$ cat config.mk
export PLATFORM = sky130hd
export DESIGN_NAME = pipe_skid
export DESIGN_NICKNAME = d
export VERILOG_FILES = /design/src/rtl/pipe_skid.sv
export SDC_FILE = /design/constraint.sdc
export NUM_CORES = 1
export LEC_CHECK = 0
export ABC_AREA = 1
export CAP_MARGIN = 20
export CORE_ASPECT_RATIO = 1.1
export CORE_MARGIN = 1.5
export CORE_UTILIZATION = 35
export CTS_BUF_LIST = sky130_fd_sc_hd__clkbuf_2 sky130_fd_sc_hd__clkbuf_4 sky130_fd_sc_hd__clkbuf_8
export CTS_CLUSTER_SIZE = 14
export DETAILED_ROUTE_END_ITERATION = 6
export HOLD_SLACK_MARGIN = 0.06
export PLACE_DENSITY = 0.59
export SLEW_MARGIN = 10
export SYNTH_ARGS = -nofsm -noshare
export SYNTH_HDL_FRONTEND = slang
export SYNTH_SLANG_ARGS = --single-unit
export TNS_END_PERCENT = 5
$ cat constraint.sdc
create_clock -name clk -period 1.6 [get_ports clk]
set_input_delay 0.4 -clock clk [delete_from_list [all_inputs] [get_ports clk]]
set_output_delay 0.4 -clock clk [all_outputs]
set_load 0.01 [all_outputs]
$ cat src/rtl/pipe_skid.sv
// pipe_skid: two-entry valid/ready register slice whose in_rdy, out_vld and out_data are all registered.
// Define PIPE_SKID_STALL_CNT_EN to add a saturating stall counter (stall_clr / stall_cnt ports).
module pipe_skid #(
  parameter int unsigned  W     = 32,
  parameter logic [W-1:0] INIT  = '0,
  parameter int unsigned  CNT_W = 16
) (
  input  logic             clk,
  input  logic             arst_n,
  input  logic             in_vld,
  input  logic [W-1:0]     in_data,
  output logic             in_rdy,
  output logic             out_vld,
  output logic [W-1:0]     out_data,
  input  logic             out_rdy
`ifdef PIPE_SKID_STALL_CNT_EN
  ,
  input  logic             stall_clr,
  output logic [CNT_W-1:0] stall_cnt
`endif
);

  typedef enum logic [1:0] {
    ST_EMPTY = 2'd0,
    ST_ONE   = 2'd1,
    ST_TWO   = 2'd2
  } state_t;

  state_t         state_r;
  state_t         state_s;
  logic           in_rdy_r;
  logic           out_vld_r;
  logic [W-1:0]   m_r;
  logic [W-1:0]   s_r;
  logic [W-1:0]   m_nxt_s;
  logic           m_we_s;
  logic           m_from_s_s;
  logic           s_we_s;
  logic           in_xfer_s;
  logic           out_xfer_s;

  assign in_xfer_s  = in_vld && in_rdy_r;
  assign out_xfer_s = out_vld_r && out_rdy;

  // Next-state and payload write-enable decode.
  always_comb begin
    state_s    = state_r;
    m_we_s     = 1'b0;
    m_from_s_s = 1'b0;
    s_we_s     = 1'b0;
    case (state_r)
      ST_EMPTY: begin
        if (in_xfer_s) begin
          state_s = ST_ONE;
          m_we_s  = 1'b1;
        end else begin
          state_s = ST_EMPTY;
        end
      end
      ST_ONE: begin
        if (in_xfer_s && out_xfer_s) begin
          state_s = ST_ONE;
          m_we_s  = 1'b1;
        end else if (in_xfer_s) begin
          // Downstream stalled: park the younger entry in the skid register.
          state_s = ST_TWO;
          s_we_s  = 1'b1;
        end else if (out_xfer_s) begin
          state_s = ST_EMPTY;
        end else begin
          state_s = ST_ONE;
        end
      end
      ST_TWO: begin
        if (out_xfer_s) begin
          state_s    = ST_ONE;
          m_we_s     = 1'b1;
          m_from_s_s = 1'b1;
        end else begin
          state_s = ST_TWO;
        end
      end
      default: begin
        state_s = ST_EMPTY;
      end
    endcase
  end

  // Main register source: skid entry on drain from TWO, otherwise upstream payload.
  always_comb begin
    m_nxt_s = in_data;
    if (m_from_s_s) begin
      m_nxt_s = s_r;
    end else begin
      m_nxt_s = in_data;
    end
  end

  // State and handshake flops; handshakes are decoded from the next state so they stay registered.
  always_ff @(posedge clk or negedge arst_n) begin
    if (!arst_n) begin
      state_r   <= ST_EMPTY;
      in_rdy_r  <= 1'b0;
      out_vld_r <= 1'b0;
    end else begin
      state_r   <= state_s;
      in_rdy_r  <= (state_s != ST_TWO);
      out_vld_r <= (state_s != ST_EMPTY);
    end
  end

  // Payload registers, written only when a transfer targets them.
  always_ff @(posedge clk or negedge arst_n) begin
    if (!arst_n) begin
      m_r <= INIT;
      s_r <= INIT;
    end else begin
      if (m_we_s) begin
        m_r <= m_nxt_s;
      end
      if (s_we_s) begin
        s_r <= in_data;
      end
    end
  end

  assign in_rdy   = in_rdy_r;
  assign out_vld  = out_vld_r;
  assign out_data = m_r;

`ifdef PIPE_SKID_STALL_CNT_EN
  logic [CNT_W-1:0] stall_cnt_r;

  // Saturating stall counter; clear wins over increment.
  always_ff @(posedge clk or negedge arst_n) begin
    if (!arst_n) begin
      stall_cnt_r <= '0;
    end else if (stall_clr) begin
      stall_cnt_r <= '0;
    end else if (out_vld_r && !out_rdy && (stall_cnt_r != {CNT_W{1'b1}})) begin
      stall_cnt_r <= stall_cnt_r + {{(CNT_W-1){1'b0}}, 1'b1};
    end else begin
      stall_cnt_r <= stall_cnt_r;
    end
  end

  assign stall_cnt = stall_cnt_r;
`else
  logic unused_cnt_w_s;
  assign unused_cnt_w_s = ^CNT_W;
`endif

endmodule
* Yosys cells after proc, flatten, opt, wreduce, memory -nomap -nowiden *
Cells that the tools add are included.

storage, ports and cells
  output and inout port bits = 34
  input bits = 36
  register bits after elaboration = 68

operators by class
  reductions and logical operators = 5
  multiplexer cells = 14
  equality and inequality tests = 3

operators by type and width
  kind                                                             number
  32-bit 2-to-1 mux                                                1
  1-bit 2-to-1 mux                                                 8
  2-bit 2-to-1 mux                                                 3
  2-bit one-hot mux with 3 select lines                            1
  1-bit logical AND                                                3
  1-bit one-hot mux with 3 select lines                            1
  2-bit by 1-bit == test with 1-bit output, second input constant  1
  2-bit == test, second input constant                             1
  2-bit logical NOT                                                1
  2-bit != test, second input constant                             1
  2-bit nonzero test                                               1

* Logic depth before layout (Yosys ltp) *
Gate-level depths: netlist of run 1.

  depth in word-level cells = 6
  depth in mapped cells = 9

* Least setup slack after synthesis of run 1 *
Ideal clock, no wire load.

  kind = reg2reg
  from = register out_vld_r (netlist: out_vld)
  to = register m_r[0] (netlist: out_data[0])
  stages on the path, launching flop included = 10
  path slack = -0.045 ns
  arrival time = 1.528 ns
  buffers on the path = 2
  cells stage by stage = dfrtp_1 nand2_1 inv_2 buf_2 ha_1 nand3_1 nand3_1 buf_2 nand2_1 nand2_1

between the ends
  longest elaborated chain between the ends = 4
  elaborated cells on any way between the ends = 7
  those cells by class = mux (5); reduce/logical (2)

ends and longest elaborated chain
  item                                                                        RTL line  source
  start: declaration                                                          32        logic out_vld_r;
  start signal: assignment                                                    108       out_vld_r <= (state_s != ST_EMPTY);
  1-bit logical AND (*)                                                       43        assign out_xfer_s = out_vld_r && out_rdy;
  1-bit logical AND or 1-bit 2-to-1 mux (tied branches)                       61, 75
  1-bit 2-to-1 mux (on tied branches)                                         61, 51
  1-bit one-hot mux with 3 select lines or 32-bit 2-to-1 mux (tied branches)  51, 92
  end signal: assignment                                                      119       m_r <= m_nxt_s;
  end: declaration                                                            33        logic [W-1:0] m_r;

Every way passes the cells marked *; elsewhere a longest branch is shown, timed or not.
A chain may end at the register's enable or synchronous reset.

* Worst setup path in the final report of run 1 *
  from = input out_rdy
  to = register m_r[29] (netlist: out_data[29])

between the ends
  longest elaborated chain between the ends = 4
  elaborated cells on any way between the ends = 7
  those cells by class = mux (5); reduce/logical (2)

ends and longest elaborated chain
  item                                                                        RTL line  source
  start: declaration                                                          15        input logic out_rdy
  1-bit logical AND (*)                                                       43
  1-bit logical AND or 1-bit 2-to-1 mux (tied branches)                       61, 75
  1-bit 2-to-1 mux (on tied branches)                                         61, 51
  1-bit one-hot mux with 3 select lines or 32-bit 2-to-1 mux (tied branches)  51, 92

Marked as above.

==> results.toml, run 1 <==
[run_status]
outcome = "finished, final reports clean"

[detailed_routing]
wl_met1_um = 3830
drt-initial-drc-count = 138
wl_met2_um = 3550
top_layer = "met4"
ant_nets = 0
first_pass_iters = 4
drt-total-wl_um = 7830
vias = 2838
via_per_inst = 4.79
drc = 0
post_drt_wl_per_cell_um = 13.2
wl_met3_um = 359

[power_and_ir_drop]
power_density_nw_per_um2 = 1810
p_leak_uw = 0.00232
vdd_ir_drop_max_uv = 938

[clock_tree]
clk-insertion-delay-late_ns = 0.35
cts_tree = "yes"
clk_pin_slew_ns = 0.07
cts-buffers-inserted = 9
cts_root_buf = "clkbuf_8"
cts_max_level = 3
post_cts_buffers = 0
cts_buffer_depth = 2
clock-sinks = 68
ctsHoldBuffers = 0
cts_resized = 34

[sta]
hold_viol = 0
rsz0062_at_grt = "no"
fmax_ghz = 0.665
slew-limit-headroom_pct = 74.7
period_share_pct = 94.0
hold_ws_ns = 0.0607
finClkSkew_ns = 0.0125
slew_violations = 0
tightest_slew_ns = 0.379
layout_min_cycle_time_ns = 1.50
setup_viol = 0

[logic_synthesis]
synthFlopType = "dfrtp_1"
syn_area_per_cell_sq_um = 7.88
yosysSeqAreaShare_pct = 53.3
synth_edf_count = 0
synth.distinct_cells = 16
ys_ff_latch = 68
yosys-top-cells-count = "165 x nand2_1, 68 x dfrtp_1, 37 x nand3_1"
synth_fp_nets = 443
synth_warnings = 0
yosysTopAreaCell = "dfrtp_1"
synth_area_sq_um = 3190
yosysTopAreaCellShare_pct = 53.3
synth_area_leaders = "dfrtp_1 53%, nand2_1 19%, nand4_1 6.5%, nand3_1 5.8%, o21ai_0 5.0%"
async_reset_ff_share_pct = 100
yosysMostFrequentCell = "nand2_1"
synthCells = 405

[global_routing]
antenna_found_initial = 0
grt_pass1_wl_um = 13400
grtUsageTotal_pct = 17.5
grt_overflow = 0
grt_max_degree = 69
grt_pass1_vias = 2778

[floorplan]
die_area_sq_um = 9710
rows = 36
die_x_um = 94.1
fp.coreArea_sq_um = 8870
initial_core_util_pct = 36.0
io_pins = 70
dieHeight_um = 103

[final_layout]
seqCellArea_sq_um = 1700
multi_input_area_sq_um = 1240
diodes = 0
drive_gt1_share_pct = 8.79
syn_to_final_growth_pct = 34.6
finish.instance_area_sq_um = 4300
fillers = 883
layout.nets = 511

[flow_run]
cap_violations = 0

[worst_setup_path]
crit_required_ns = 1.83
worstSetupEndpointType = "flip-flop"
arrival_ns = 1.74
crit_fanout = 18
cp-start-kind = "input pin"
critPathKind = "input pin to flip-flop"

[place]
dpl_cell_area_sq_um = 4090
io_buffers = 69
gp_congestion = 0.767
dp_hpwl_um = 5030

[worst_hold_path]
hold_path_class = "input pin to async pin"
==> metrics by stage <==
step	total power (uW)	instances	worst slack, ns	utilization (%)	TNS (ns)
after floorplan	4790	405	0.0268	-	0
final	7790	592	0.0955	48.4	0
after global placement	6340	576	-0.241	46.1	-13.96
after detailed placement	6410	576	-0.273	46.1	-14.51
after global routing	8440	592	0.00551	48.4	0
after CTS	7900	592	0.0931	48.4	0
==> layer usage <==
layer / global-route usage, % / vias to the layer above
met4: 5.17 / 0
met3: 3.65 / 9
met5: 0 / -
li1: - / 1433
met1: 23.8 / 1324
met2: 28.5 / 72
==> sequential cells by signal, indices dropped and copies added, names as in the netlist <==
name	cells
out_data	32
state_r	2
s_r	32
out_vld	1
in_rdy	1
==> where the power goes <==
group	internal, uW	switching (uW)	total, uW
Sequential	2540	450	2990
Clock	1080	674	1750
Combinational	1310	1750	3060
==> worst max-delay path, cell delays in order <==
cell and delay (ns):
clkdlybuf4s50_1 0.45, nand2_1 0.10, inv_2 0.11, ha_1 0.16, nand3_2 0.10, buf_4 0.23, nand4_1 0.11, nand2_1 0.06
==> cell families after synthesis <==
logic type | synth area share [%]
fa+ha+maj | 0.784
flops | 53.3
compound gates | 5.02
simple gates | 32.5
buf+inv | 8.39
==> final timing paths <==
check | startpoint | endpoint | slack (ns) | cells past startpoint
worst max-delay path | out_rdy | out_data[29]$_DFFE_PN0P_ | 0.1 | 8
min in group clk | s_r[7]$_DFFE_PN0P_ | s_r[7]$_DFFE_PN0P_ | 0.49 | 2
worst min-delay path | arst_n | in_rdy$_DFF_PN0_ | 0.06 | 2
worst max register to register | out_vld$_DFF_PN0_ | out_data[25]$_DFFE_PN0P_ | 0.16 | 8
max in group asynchronous | arst_n | out_data[10]$_DFFE_PN0P_ | 1.22 | 2
worst min register to register | s_r[7]$_DFFE_PN0P_ | s_r[7]$_DFFE_PN0P_ | 0.49 | 2
==> final cells by class <==
| type | instances | area share, % |
|---|---|---|
| tap | 114 | 3.32 |
| timing repair buffer | 86 | 19.4 |
| multi-input combinational | 273 | 28.8 |
| sequential | 68 | 39.6 |
| clock buffer | 10 | 3.20 |
| clock inverter | 6 | 2.59 |
| inverter | 35 | 3.06 |
==> cell usage in the layout, fill, tap and decap left out, drive strengths merged, types with 3 or more instances in the layout <==
master | synthesis | layout
inv | 35 | 35
clkdlybuf4s50 | 0 | 34
o21ai | 32 | 32
nand4 | 33 | 33
buf | 20 | 18
nand2 | 166 | 166
bufinv | 0 | 3
clkbuf | 9 | 10
dlygate4sd2 | 0 | 34
dfrtp | 68 | 68
nand3 | 37 | 37
Power figures use the tool's default switching activity.
==> inputs of run 2 (changes only) <==
--- a/config.mk
+++ b/config.mk
@@ -9,12 +9,12 @@
 export CAP_MARGIN = 20
 export CORE_ASPECT_RATIO = 1.1
 export CORE_MARGIN = 1.5
-export CORE_UTILIZATION = 35
+export CORE_UTILIZATION = 47
 export CTS_BUF_LIST = sky130_fd_sc_hd__clkbuf_2 sky130_fd_sc_hd__clkbuf_4 sky130_fd_sc_hd__clkbuf_8
 export CTS_CLUSTER_SIZE = 14
 export DETAILED_ROUTE_END_ITERATION = 6
 export HOLD_SLACK_MARGIN = 0.06
-export PLACE_DENSITY = 0.59
+export PLACE_DENSITY = 0.76
 export SLEW_MARGIN = 10
 export SYNTH_ARGS = -nofsm -noshare
 export SYNTH_HDL_FRONTEND = slang
==> run 2 against run 1 <==
Compared with the run above:
- core utilization rose by 16 points
- via count rose by 3.1%
- wire length barely moved
- maximum frequency fell by 2.2%
- design area fell by 0.82%
- non-clock buffer count rose by 9
- flip-flop and latch count did not move
- setup slack got worse by 0.034 ns
- critical path depth fell by 2
- clock power fell by 18%
- global-route usage rose by 6.0 points
==> results.toml, run 2 (synthesized netlist as in run 1, its figures left out) <==
[run_status]
outcome = "finished, final reports clean"

[floorplan]
fp.coreArea_sq_um = 6590
dieHeight_um = 89.4
die_area_sq_um = 7300
die_x_um = 81.6
rows = 31
initial_core_util_pct = 48.4
io_pins = 70

[sta]
hold_ws_ns = 0.487
rsz0062_at_grt = "yes"
finClkSkew_ns = 0.00989
setup_viol = 0
slew_violations = 0
tightest_slew_ns = 0.547
fmax_ghz = 0.650
slew-limit-headroom_pct = 63.5
layout_min_cycle_time_ns = 1.54
fin_tns_setup_ns = 0
hold_viol = 0
period_share_pct = 96.1

[global_routing]
grtUsageTotal_pct = 23.5
grt_overflow = 0
grt_max_degree = 28
grt_pass1_vias = 2815
grt_pass1_wl_um = 13300
antenna_found_initial = 0

[final_layout]
mostFrequentLayoutCells = "164 x nand2_1, 68 x dfrtp_1, 34 x nand3_1, 34 x clkdlybuf4s50_1, 34 x dlygate4sd2_1"
syn_to_final_growth_pct = 33.5
finalNonFillerCells = 569
multi_input_area_sq_um = 1240
diodes = 0
drive_gt1_share_pct = 10.5
postLayoutCoreUtil_pct = 64.6
layout.nets = 520
layout_commonest_cell = "nand2_1"
fillers = 599
seqCellArea_sq_um = 1700

[place]
dp_cells = 552
dp_hpwl_um = 5250
gp_congestion = 0.818
io_buffers = 69

[worst_setup_path]
critPathKind = "input pin to flip-flop"
arrival_ns = 1.75
worstSetupEndpointType = "flip-flop"
crit_required_ns = 1.81
cp-start-kind = "input pin"
crit_fanout = 3

[clock_tree]
clk-insertion-delay-late_ns = 0.33
cts_buffer_depth = 2
cts_root_buf = "clkbuf_8"
cts-buffers-inserted = 9
clk_pin_slew_ns = 0.07
cts_tree = "yes"
post_cts_buffers = 0
cts_max_level = 3
clock-sinks = 68

[detailed_routing]
drt-initial-drc-count = 200
ant_nets = 0
vias = 2925
drc = 0
drt-total-wl_um = 7820
post_drt_wl_per_cell_um = 13.7
first_pass_iters = 5
via_per_inst = 5.14

[worst_hold_path]
hold_path_class = "flip-flop to flip-flop"

[power_and_ir_drop]
power_density_nw_per_um2 = 1780
p_leak_uw = 0.00233
vdd_ir_drop_max_uv = 942

[flow_run]
cap_violations = 0
## run 2: cell types whose count changed in the layout (fill, tap and decap cells not counted), moves of 2 or more
| cell | previous run | this run |
|---|---|---|
| bufinv_16 | 3 | 1 |
| buf_4 | 12 | 20 |
| buf_8 | 0 | 2 |
| buf_12 | 5 | 2 |
| clkinv_2 | 1 | 3 |
## run 2: final timing paths
kind	startpoint	to	slack, ns	cells past startpoint
worst max-delay path	out_rdy	out_vld$_DFF_PN0_	0.06	6
worst min-delay path	s_r[18]$_DFFE_PN0P_	s_r[18]$_DFFE_PN0P_	0.49	2
worst max register to register	out_vld$_DFF_PN0_	out_data[6]$_DFFE_PN0P_	0.18	8
worst min register to register	s_r[18]$_DFFE_PN0P_	s_r[18]$_DFFE_PN0P_	0.49	2
max in group asynchronous	arst_n	out_data[18]$_DFFE_PN0P_	0.48	3
min in group asynchronous	arst_n	out_data[31]$_DFFE_PN0P_	0.58	2
## run 2: power breakdown
part           internal [uW]  leakage, uW  switching (uW)
Combinational           1370      0.00138            1790
Sequential              2540     0.000846             446
Clock                    763     0.000106             669
## run 2: area by class of cell
cell class	count	area share, %
clock buffers	10	3.23
clock inverters	6	1.47
inverters	35	3.08
multi-input cells	273	29.1
flip-flops and latches	68	39.9
well taps	82	2.41
repair buffers	95	20.8
## run 2: critical path, cell delays in order
cell	delay (ns)
clkdlybuf4s50_1	0.49
nand2_2	0.08
ha_1	0.29
nand3_1	0.11
nand3_1	0.10
or2_2	0.28
## run 2: routing by layer
| layer | vias up | share of wire [%] | global-route usage [%] |
|---|---|---|---|
| met4 | 0 | 0.54 | 5.70 |
| li1 | 1458 | - | - |
| met5 | - | 0 | 0 |
| met3 | 6 | 7.1 | 4.59 |
| met2 | 117 | 46 | 36.9 |
| met1 | 1344 | 46 | 33.7 |
## run 2: through the flow
| stage | total power, uW | cell area (sq um) | setup WS [ns] |
|---|---|---|---|
| 6_report | 7570 | 4260 | 0.0617 |
| 5_1_grt | 8220 | 4260 | -0.00174 |
| 4_1_cts | 7570 | 4240 | 0.0263 |
| 3_5_place_dp | 6420 | 4070 | -0.322 |
| 3_3_place_gp | 6290 | 4070 | -0.263 |
| 2_1_floorplan | 4790 | 3210 | 0.0268 |
## run 2: timing repair
| item | in CTS | in global routing |
|---|---|---|
| gates resized for setup | 34 | 6 |
| endpoints found under the setup margin | 34 | 35 |
| pin swaps | 0 | 0 |
| hold endpoints to repair | 14 | 0 |
| hold buffers | 1 | 0 |
